[src/rtl/vco_adc_decim_datapath.sv]
// rtl/vco_adc_decim_datapath.sv - VCO ADC channel: counter differencing, P-N difference, boxcar decimator
module vco_adc_decim_datapath #(
    parameter int N_BITS_ACC_EXT = 3
) (
    input  logic              CLK_24M,
    input  logic              reset,
    input  logic              enable_sampling_3M,
    input  logic        [8:0] counter_p,
    input  logic        [8:0] counter_n,
    output logic signed [8:0] channel_output
);

    localparam int ACC_W = 10 + N_BITS_ACC_EXT;

    localparam logic signed [ACC_W-1:0] ACC_MAX = {1'b0, {(ACC_W-1){1'b1}}};
    localparam logic signed [ACC_W-1:0] ACC_MIN = {1'b1, {(ACC_W-1){1'b0}}};
    localparam logic signed [ACC_W-1:0] OUT_MAX = ACC_W'(255);
    localparam logic signed [ACC_W-1:0] OUT_MIN = -ACC_W'(256);

    logic        [8:0]       prev_p;
    logic        [8:0]       prev_n;
    logic signed [ACC_W-1:0] acc;

    logic        [8:0]       d_p;
    logic        [8:0]       d_n;
    logic signed [9:0]       diff;
    logic signed [ACC_W:0]   sum_wide;
    logic signed [ACC_W-1:0] sum_sat;
    logic signed [8:0]       out_sat;

    // First differences (mod-512 subtraction absorbs counter wrap), P-N difference,
    // saturating accumulate and the final clamp to the 9-bit output range
    always_comb begin
        d_p      = counter_p - prev_p;
        d_n      = counter_n - prev_n;
        diff     = $signed({1'b0, d_p}) - $signed({1'b0, d_n});
        sum_wide = $signed({acc[ACC_W-1], acc})
                 + $signed({{(ACC_W+1-10){diff[9]}}, diff});

        if (sum_wide[ACC_W] != sum_wide[ACC_W-1]) begin
            sum_sat = sum_wide[ACC_W] ? ACC_MIN : ACC_MAX;
        end else begin
            sum_sat = sum_wide[ACC_W-1:0];
        end

        if (sum_sat > OUT_MAX) begin
            out_sat = 9'sd255;
        end else if (sum_sat < OUT_MIN) begin
            out_sat = -9'sd256;
        end else begin
            out_sat = sum_sat[8:0];
        end
    end

    // Track previous counter values; integrate diffs and dump to the output on each strobe
    always_ff @(posedge CLK_24M) begin
        if (reset) begin
            prev_p         <= counter_p;
            prev_n         <= counter_n;
            acc            <= '0;
            channel_output <= '0;
        end else begin
            prev_p <= counter_p;
            prev_n <= counter_n;
            if (enable_sampling_3M) begin
                channel_output <= out_sat;
                acc            <= '0;
            end else begin
                acc <= sum_sat;
            end
        end
    end

endmodule

[config.mk]
export PLATFORM = sky130hd
export DESIGN_NAME = vco_adc_decim_datapath
export DESIGN_NICKNAME = d
export VERILOG_FILES = /design/src/rtl/vco_adc_decim_datapath.sv
export SDC_FILE = /design/constraint.sdc
export NUM_CORES = 1
export LEC_CHECK = 0
export CAP_MARGIN = 5
export CORE_ASPECT_RATIO = 0.5
export CORE_MARGIN = 3
export CORE_UTILIZATION = 50
export DETAILED_ROUTE_END_ITERATION = 10
export GPL_TIMING_DRIVEN = 0
export PLACE_DENSITY = 0.71
export SKIP_CTS_REPAIR_TIMING = 1
export SLEW_MARGIN = 20
export SYNTH_ARGS = -nofsm -noshare
export SYNTH_HDL_FRONTEND = slang
export SYNTH_SLANG_ARGS = --single-unit
[constraint.sdc]
create_clock -name CLK_24M -period 7.4 [get_ports CLK_24M]
set_clock_uncertainty 0.2 [all_clocks]
set_input_delay 0.74 -clock CLK_24M [delete_from_list [all_inputs] [get_ports CLK_24M]]
set_output_delay 0.74 -clock CLK_24M [all_outputs]
set_load 0.005 [all_outputs]
==> results.cfg, run 1 <==
[global_route]
grt_pass1_wl_um = 9321
grt_pass1_vias = 2217
track_usage_pct = 17.10
grt_max_degree = 13
antenna_found_initial = 0
overflow = 0

[timing]
maxSlewViolCount = 0
relSlewSlack_pct = 66.34
fin_ws_ns = 0.5001
whs_ns = 0.2809
fin_crit_ns = 6.900
setup_viol_count_final = 0
fin_tns_setup_ns = 0
fmax_mhz = 144.9
max_slew.worst_pin.slew_ns = 0.5014
finalHoldViolCount = 0
post-route-period-util_pct = 93.24

[routing]
dr.first_iter.drc_count = 49
drc = 0
wl_per_cell_um = 12.23
routed_wl_um = 5465
drt_pass1_iterations = 4
antenna_left = 0
avgViaCountPerCell = 5.085
vias = 2273

[power]
swShare_pct = 47.74
p_per_area_mw_per_mm2 = 510.7
pwr-share-seq_pct = 16.0
p_int_mw = 0.9035
ir_drop_mv = 0.2803
power_mw = 1.729
clockPowerShare_pct = 14.2
p_switching_mw = 0.8255
leakagePower_nw = 1.517
combPwrFrac_pct = 69.8

[clock_network]
clock-sinks = 40
insertion_delay_ns = 0.28
cts_buffers = 5
clkTransAtPathRegs_ns = 0.06
cts_max_level = 2
cts_max_path_buffers = 2
cts_tree = done
cts_root_buffer = clkbuf_16

[synthesis]
synth_top_area_cell = dfxtp_1
seq_area_frac_synth_pct = 28.22
synth_most_common_cell = nor2_1
synth_area_per_cell_um2 = 8.322
netlist_area_mm2 = 0.002838
synth_nets = 406
synth_top_flop_cell = dfxtp_1
synth_edf_count = 0
synth_cells = 341
yosys-top-cells-count = nor2_1, dfxtp_1, ha_1
netlist_top_cells_area = dfxtp_1, ha_1, nor2_1, xnor2_1, inv_1
synth_cell_types = 43
yosysTopAreaCellShare_pct = 28.22
synth-seq-cells = 40
yosysWarnings = 0
async_reset_ff_share_pct = 0

[place]
place_congestion = 0.8286
dp_hpwl_um = 4381
preCtsSetupSlack_ns = 0.006407
dpl.cell_count = 439
place_area_mm2 = 0.003206
io_buffers = 28

[worst_setup_path]
path_buf_inv = 3
path_class = input port to flop
cp.arrival_ns = 6.84
setup.worst_path.end_class = flop
critPathTopFamily = compound AO/OA/AOI/OAI gates
cp.required_ns = 7.34
rr_startpoint = prev_p[0]
critPathMaxStageDelay_ns = 0.47
crit_fanout = 9
reg2reg_depth = 27
cp-start-kind = input port
path_depth = 29
cp-startpoint = counter_p[0]
critPathSlowestCell = clkdlybuf4s50_1

[final_layout]
final_area_mm2 = 0.003386
syn2layout_area_growth_pct = 19.31
final_util_pct = 65.08
final_cells = 447
drive_above_1_share_pct = 6.366
insertedDiodeCount = 0
nets = 441

[flow_run]
cap_violations = 0

[hold_path]
hold_depth = 2
holdCritStartpoint = channel_output[8]
min_path_type = flop to flop

[die]
placementRows = 18
pin_count = 30
initial_core_util_pct = 54.55
die_area_mm2 = 0.006670
die_h_um = 59.27
die_x_um = 112.5
core-area_mm2 = 0.005202

[outcome]
status = complete, no violations
==> final cells by class <==
| class | instances | area (um2) |
|---|---|---|
| clock inverters | 2 | 35.03 |
| inverters | 38 | 142.6 |
| well taps | 70 | 87.58 |
| flip-flops and latches | 40 | 800.8 |
| clock buffers | 6 | 128.9 |
| multi-input cells | 257 | 1887 |
| plain buffers | 6 | 23.77 |
| repair buffers | 28 | 280.3 |
| fillers | 478 | 1817 |
==> cells by family after synthesis <==
| kind of cell | after synthesis | synth area share (%) |
|---|---|---|
| and+or+nand+nor | 102 | 15.92 |
| AOI/OAI and AO/OA | 84 | 21.08 |
| buffers and inverters | 44 | 5.864 |
| adders and majority gates | 44 | 20.46 |
| DFF | 40 | 28.22 |
| xor gates and xnor gates | 25 | 7.716 |
| muxes | 2 | 0.7495 |
==> layout by cell type, fill, tap and decap left out, types with 2 or more instances in the layout <==
cell type | netlist | routed
nor3_1 | 5 | 5
xor2_1 | 3 | 3
o211ai_1 | 2 | 2
nand2_1 | 18 | 18
o21ai_0 | 12 | 12
inv_1 | 38 | 38
a21o_1 | 4 | 4
clkbuf_16 | 0 | 5
a211oi_1 | 9 | 9
xnor2_1 | 22 | 22
nor2_1 | 57 | 56
clkbuf_1 | 5 | 6
a21boi_0 | 5 | 5
o21a_1 | 6 | 5
clkdlybuf4s50_1 | 0 | 28
o21bai_1 | 6 | 6
nor2b_1 | 9 | 9
o21ai_1 | 8 | 8
a21oi_1 | 18 | 18
nand2b_1 | 5 | 5
or3_1 | 2 | 2
ha_1 | 40 | 40
fa_1 | 4 | 4
dfxtp_1 | 40 | 40
o21ai_2 | 3 | 3
==> state kept, by name, indices dropped and copies added, names as in the netlist <==
register        count
acc                13
channel_output      9
prev_n              9
prev_p              9
==> final timing paths <==
kind / to / slack, ns
setup / recovery: channel_output[6] / 0.50
hold / removal: channel_output[8] / 0.28
setup reg to reg: channel_output[6] / 1.20
hold reg to reg: channel_output[8] / 0.28
==> metal layers <==
layer / GRT usage (%) / wire length (um)
met3: 4.281 / 253
met2: 29.63 / 2357
met5: 0 / 0
met4: 2.911 / 12
met1: 22.26 / 2841
==> worst min-delay path, stage by stage, from the launching register on <==
cell,delay (ns)
dfxtp_1,0.31
nand2b_1,0.07
a21oi_1,0.06
==> power groups by stage <==
stage	sequential, mW	combinational (mW)	clock [mW]
2_1_floorplan	0.281	0.913	0
3_3_place_gp	0.280	1.13	0
3_5_place_dp	0.282	1.16	0
4_1_cts	0.277	1.17	0.250
5_1_grt	0.281	1.37	0.257
6_report	0.277	1.21	0.245
Note: power is estimated with default switching activity, not from simulation.
==> run 2, diff against run 1 <==
- clock period: 7.4 -> 7.75 ns (I/O delays scaled with it)
==> run 2 against run 1 <==
Effect of this change:
- wire length fell by 1.2%
- via count shrank 0.48%
- cell count unchanged
- total power fell by 6.5%
- register-to-register slack improved by 0.10 ns
- clock power decreased by 4%
- first-iteration DRC count up 35%
- sequential cell count stayed put
- count of clock-buffer cells in the layout unchanged
- global-route usage is the same
- hold slack got worse by 0.0046 ns
- highest routed layer unchanged
==> results.cfg, run 2 (synthesis results as in run 1) <==
[final_layout]
top_register = acc
layout_commonest_cell = nor2_1
layout_common_cells = nor2_1, ha_1, dfxtp_1
final_cells = 447
drive_above_1_share_pct = 5.570
final_util_pct = 64.77
largest_register_ffs = 13
insertedDiodeCount = 0
syn2layout_area_growth_pct = 18.74
nets = 441

[routing]
routed_wl_um = 5402
drt_pass1_iterations = 4
wl_met1_um = 2844
avgViaCountPerCell = 5.060
dr.first_iter.drc_count = 66
wl_met2_um = 2287
routed-wl-met3_um = 258
wl_per_cell_um = 12.09
antenna_left = 0
drc = 0
highest_layer = met4
vias = 2262

[worst_setup_path]
path_class = input port to flop
critPathSlowestCell = fa_1
setup.worst_path.end_class = flop
critPathMaxStageDelay_ns = 0.54
critPathMostFrequentCell = ha_1
cp.required_ns = 7.68
cp.arrival_ns = 7.12
cp-startpoint = counter_p[0]
cp-start-kind = input port
reg2reg_slack_ns = 1.30
reg2reg_depth = 27
crit_fanout = 9
rr_endpoint = channel_output[6]
rr_startpoint = prev_p[0]

[timing]
fmax_mhz = 139.2
rsz0062_at_grt = no
fin_ws_ns = 0.5670
relSlewSlack_pct = 62.78
finalHoldViolCount = 0
max_slew.worst_pin.slew_ns = 0.5550
fin_crit_ns = 7.183
fin_tns_setup_ns = 0
setup_viol_count_final = 0
maxSlewViolCount = 0
post-route-period-util_pct = 92.68

[global_route]
overflow = 0
grt_max_degree = 13
track_usage_pct = 17.10
grt_pass1_wl_um = 9321
antenna_found_initial = 0
grt_pass1_vias = 2217

[outcome]
status = complete, no violations

[clock_network]
cts_tree = done
cts_max_path_buffers = 2
clkTransAtPathRegs_ns = 0.06
cts_buffers = 5
cts_root_buffer = clkbuf_16
clock-sinks = 40
insertion_delay_ns = 0.28
cts_max_level = 2

[die]
die_h_um = 59.27
pin_count = 30
die_area_mm2 = 0.006670
die_x_um = 112.5
placementRows = 18
initial_core_util_pct = 54.55
core-area_mm2 = 0.005202

[power]
p_per_area_mw_per_mm2 = 479.8
leakagePower_nw = 1.513
ir_drop_mv = 0.2639

[place]
place_congestion = 0.8286
preCtsSetupSlack_ns = 0.3214
io_buffers = 28
dpl.cell_count = 439
dp_hpwl_um = 4381

[hold_path]
min_to = channel_output[8]
min_path_type = flop to flop
hold_depth = 2
holdCritStartpoint = channel_output[8]

[flow_run]
cap_violations = 0
-- run 2: report_power, final --
part	total [mW]	internal, mW	switching (mW)
sequential	0.265	0.249	0.0158
clock	0.234	0.152	0.0828
combinational	1.12	0.450	0.667
-- run 2: metrics by stage --
step	area [um2]	power (mW)	hold slack (ns)
2_1_floorplan	2838	1.140	0.2668
3_3_place_gp	3206	1.346	0.2592
3_5_place_dp	3206	1.381	0.2740
4_1_cts	3369	1.622	0.2846
5_1_grt	3369	1.784	0.3034
6_report	3369	1.617	0.2763
-- run 2: worst max-delay path by stage --
stage,endpoint,slack (ns),cells after the start
6_report,channel_output[6],0.57,29
5_1_grt,channel_output[3],0.006,29
4_1_cts,channel_output[6],0.59,29
3_5_place_dp,channel_output[6],0.32,29
3_3_place_gp,channel_output[2],0.60,30
2_1_floorplan,channel_output[0],1.64,29
-- run 2: per-layer routing --
metal,GRT usage (%),up-vias
met5,0,-
met4,2.911,0
met3,4.281,2
met2,29.63,37
met1,22.26,996
li1,-,1227
-- run 2: layout make-up --
| type | count | area [um2] |
|---|---|---|
| buffer | 6 | 23.77 |
| clock buffer | 6 | 128.9 |
| clock inverter | 2 | 35.03 |
| fill | 479 | 1833 |
| inverter | 38 | 142.6 |
| multi-input combinational | 257 | 1871 |
| sequential | 40 | 800.8 |
| tap | 70 | 87.58 |
| timing repair buffer | 28 | 280.3 |
-- run 2: worst max-delay path: cells and delay by family --
family                     cells  cell delay (ns)
AOI/OAI and AO/OA             12             2.58
adders and majority gates      5             1.63
and+or+nand+nor                8             1.36
buffers and inverters          4             0.77
==> run 3, diff against run 2 <==
- MAX_ROUTING_LAYER: unset -> met4
==> run 3 against run 2 <==
Effect of this change:
- sequential power about the same
- combinational power about the same
- global-route usage up 0.53 points
- die area unchanged
- total power about the same
- sequential share of layout area unchanged
- cell count unchanged
- critical endpoint unchanged
- worst setup slack worse by 0.0022 ns
==> results.cfg, run 3 (synthesis results as in run 1) <==
[clock_network]
clkTransAtPathRegs_ns = 0.06
cts_tree = done
cts_root_buffer = clkbuf_16
cts_max_path_buffers = 2
insertion_delay_ns = 0.28
cts_max_level = 2
clock-sinks = 40
cts_buffers = 5

[worst_setup_path]
crit_fanout = 9
cp-start-kind = input port
reg2reg_depth = 27
cp.required_ns = 7.68
rr_startpoint = prev_p[0]
critPathMostFrequentCell = ha_1
critPathSlowestCell = fa_1
path_class = input port to flop
reg2reg_slack_ns = 1.30
cp.arrival_ns = 7.12
critPathMaxStageDelay_ns = 0.54
rr_endpoint = channel_output[6]
setup.worst_path.end_class = flop

[global_route]
overflow = 0
grt_pass1_vias = 2217
grt_max_degree = 13
antenna_found_initial = 0
grt_pass1_wl_um = 9321
track_usage_pct = 17.63

[die]
die_h_um = 59.27
pin_count = 30
initial_core_util_pct = 54.55
die_x_um = 112.5
placementRows = 18
core-area_mm2 = 0.005202
die_area_mm2 = 0.006670

[timing]
fin_crit_ns = 7.185
fin_tns_setup_ns = 0
setup_viol_count_final = 0
relSlewSlack_pct = 62.73
max_slew.worst_pin.slew_ns = 0.5557
finalHoldViolCount = 0
post-route-period-util_pct = 92.71
maxSlewViolCount = 0
fmax_mhz = 139.2
rsz0062_at_grt = no

[final_layout]
fillCellCount = 479
layout_commonest_cell = nor2_1
nets = 441
multi_input_area_mm2 = 0.001871
largest_register_ffs = 13
final_util_pct = 64.77
layout_common_cells = nor2_1, ha_1, dfxtp_1
final_cells = 447
drive_above_1_share_pct = 5.570
insertedDiodeCount = 0
regArea_um2 = 800.8
syn2layout_area_growth_pct = 18.74
top_register = acc

[hold_path]
hold_depth = 2
min_path_type = flop to flop
min_to = channel_output[8]
holdCritStartpoint = channel_output[8]

[routing]
dr.first_iter.drc_count = 66
avgViaCountPerCell = 5.056
wl_per_cell_um = 12.09
antenna_left = 0
drc = 0
routed_wl_um = 5403
drt_pass1_iterations = 4
vias = 2260

[place]
io_buffers = 28
dpl.cell_count = 439
place_congestion = 0.8411
dp_hpwl_um = 4381

[power]
ir_drop_mv = 0.2639
leakagePower_nw = 1.513
p_per_area_mw_per_mm2 = 479.7

[outcome]
status = complete, no violations

[flow_run]
cap_violations = 0
-- run 3: cell counts in the layout (fill, tap and decap cells not counted) --
No cell type changed its count.
-- run 3: per-layer routing --
| layer | wire length (um) | track usage [%] |
|---|---|---|
| met3 | 258 | 4.281 |
| met1 | 2848 | 22.26 |
| met4 | 13 | 2.911 |
| met5 | 0 | - |
| met2 | 2284 | 29.63 |
-- run 3: worst max-delay path by stage --
stage / start / to / cells past startpoint
2_1_floorplan: counter_p[0] / channel_output[0] / 29
3_3_place_gp: counter_p[0] / channel_output[2] / 30
3_5_place_dp: counter_p[0] / channel_output[6] / 29
4_1_cts: counter_p[0] / channel_output[6] / 29
5_1_grt: counter_p[0] / channel_output[3] / 29
6_report: counter_p[0] / channel_output[6] / 29
-- run 3: cell type report --
class | count | share of cell area [%]
clock inverters | 2 | 1.040
multi-input cells | 257 | 55.51
plain buffers | 6 | 0.7055
flip-flops and latches | 40 | 23.77
well taps | 70 | 2.599
clock buffers | 6 | 3.825
inverters | 38 | 4.233
repair buffers | 28 | 8.318
-- run 3: where the power goes --
part,switching (mW),internal (mW)
clock network,0.0828,0.152
registers,0.0157,0.249
logic,0.667,0.450
-- run 3: metrics by stage --
stage	worst slack, ns	hold slack [ns]	power, mW	area [um2]
after floorplan	1.637	0.2668	1.140	2838
after global placement	0.5994	0.2592	1.346	3206
after detailed placement	0.3214	0.2740	1.381	3206
after CTS	0.5930	0.2846	1.622	3369
after global routing	0.006278	0.3034	1.784	3369
final	0.5648	0.2763	1.616	3369
-- run 3: worst max-delay path, delay by kind of cell --
| kind | cells | cell delay (ns) |
|---|---|---|
| fa+ha+maj | 5 | 1.63 |
| simple gates | 8 | 1.36 |
| buf+inv | 4 | 0.77 |
| compound gates | 12 | 2.58 |
==> variant, RTL diff (config.mk and constraints of run 2) <==
Change the parameter `N_BITS_ACC_EXT` from 3 to 6.
--- a/src/rtl/vco_adc_decim_datapath.sv
+++ b/src/rtl/vco_adc_decim_datapath.sv
@@ -1,5 +1,5 @@
 // rtl/vco_adc_decim_datapath.sv - VCO ADC channel: counter differencing, P-N difference, boxcar decimator
 module vco_adc_decim_datapath #(
-    parameter int N_BITS_ACC_EXT = 3
+    parameter int N_BITS_ACC_EXT = 6
 ) (
     input  logic              CLK_24M,
Check against the original RTL: same outputs for any inputs over 4 cycles, from zero or initial values and one cycle with reset high; that may be too few to reach the edited logic, so the function may still have changed.
==> variant against run 2 <==
  * Routed wire length up 31%
  * Via count up 19%
  * Final cell count up 8.3%
  * First-iteration DRC count rose to 2.8 times the old value
  * Final area up 12%
  * Hold slack better by 31 ps
  * Highest routed layer unchanged
  * Worst setup slack worse by 200 ps
  * Area after synthesis up 13%
  * Sequential share of layout area down 1.0 points
  * Sequential cell count up 3
Power is left out: the tool's default activity adds up to more than one toggle a clock period on the data nets, which glitch-free logic cannot reach.
==> variant: results (changes against run 2) <==
| Metric | Value |
|---|---|
| FF-to-FF End | `channel_output[1]` |
| Routability cong. | `0.861 (+3.9%)` |
| Fillers | `486 (+1.5%)` |
| Initial drt markers | `182 (+180%)` |
| First-pass GRT wire length | `12200 um (+30%)` |
| Final period util | `95.2% (+2.6 points)` |
| HPWL after DPL | `5540 um (+26%)` |
| Worst slew pin tran | `710 ps (+155 ps)` |
| Commonest cells post-synth | `43 x dfxtp_1, 42 x ha_1, 35 x a21oi_1, 35 x inv_1, 26 x nand2_1` |
| Status | `finished clean` |
| Vias/cell | `5.56 (+9.9%)` |
| Nets | `466 (+5.7%)` |
| Aggregate routed wire length | `7050 um (+31%)` |
| Largest net degree at the start of global routing | `15 (+2)` |
| GRT Util Overall | `19.8% (+2.7 points)` |
| Syn_nets | `430 (+5.9%)` |
| Largest register FFs | `16 (+3)` |
| Reg2reg start | `prev_p[0]` |
| R2R depth | `26 (-3.7%)` |
| Fraction of layout cells with a size suffix above 1 | `9.75% (+4.2 points)` |
| Max incr delay on CP | `580 ps (+40 ps)` |
| Hold WS | `307 ps (+30.9 ps)` |
| Yosys cell types | `51 (+19%)` |
| Crit path DAT | `7330 ps (+210 ps)` |
| Routed WL per cell | `14.6 um (+21%)` |
| Vias in the first global route | `2713 (+22%)` |
| Synth top area cells | `dfxtp_1 27%, ha_1 16%, xnor2_1 6.0%, a21oi_1 5.5%, inv_1 4.1%` |
| Async SR Flop Fraction | `0% (unchanged)` |
| Seq/Total Area, Yosys | `26.9% (-1.3 points)` |
==> variant: stage by stage <==
| step | area (um^2) | setup TNS, ps |
|---|---|---|
| finish | 3780 | 0 |
| global route | 3780 | 0 |
| CTS | 3760 | 0 |
| detailed placement | 3590 | -1820 |
| global placement | 3590 | -484 |
| floorplan | 3200 | 0 |
==> variant: worst max path at each step <==
stage / startpoint / end / cells after the start
after global placement: counter_p[0] / channel_output[7] / 30
after global routing: counter_p[0] / channel_output[1] / 31
after CTS: counter_p[0] / channel_output[1] / 30
final: counter_p[0] / channel_output[1] / 28
after detailed placement: counter_p[0] / channel_output[3] / 30
after floorplan: counter_p[0] / channel_output[7] / 29
==> variant: worst reg2reg max path, delay by kind of cell, from the launching register on <==
kind            cells  cell delay, ps
flops               1             310
simple gates        5             690
buf+inv             2             230
compound gates     14            3380
fa+ha+maj           5            1730
==> variant: logic make-up (layout without fill, tap and decap cells) <==
family	Yosys count	after routing	synth area share, %
compound gates	118	118	28.6
simple gates	81	81	11.9
fa+ha+maj	46	46	18.9
buf+inv	44	81	5.24
flops	43	43	26.9
xor+xnor	31	31	8.48
==> variant: cell type report <==
cell class	count	area, um^2	area share (%)
Sequential cell	43	861	22.8
Buffer	9	36.3	0.959
Timing Repair Buffer	29	288	7.61
Inverter	35	131	3.47
Clock buffer	5	125	3.31
Tap cell	84	105	2.78
Clock inverter	3	43.8	1.16
Multi-Input combinational cell	276	2190	58.0
==> variant: routing by layer <==
layer / up-vias / track usage (%) / part of all wire [%]
met4: 0 / 5.63 / 1.4
met5: - / 0 / 0
met3: 13 / 5.88 / 5.0
met1: 1260 / 24.9 / 47
met2: 61 / 32.8 / 46
li1: 1357 / - / -
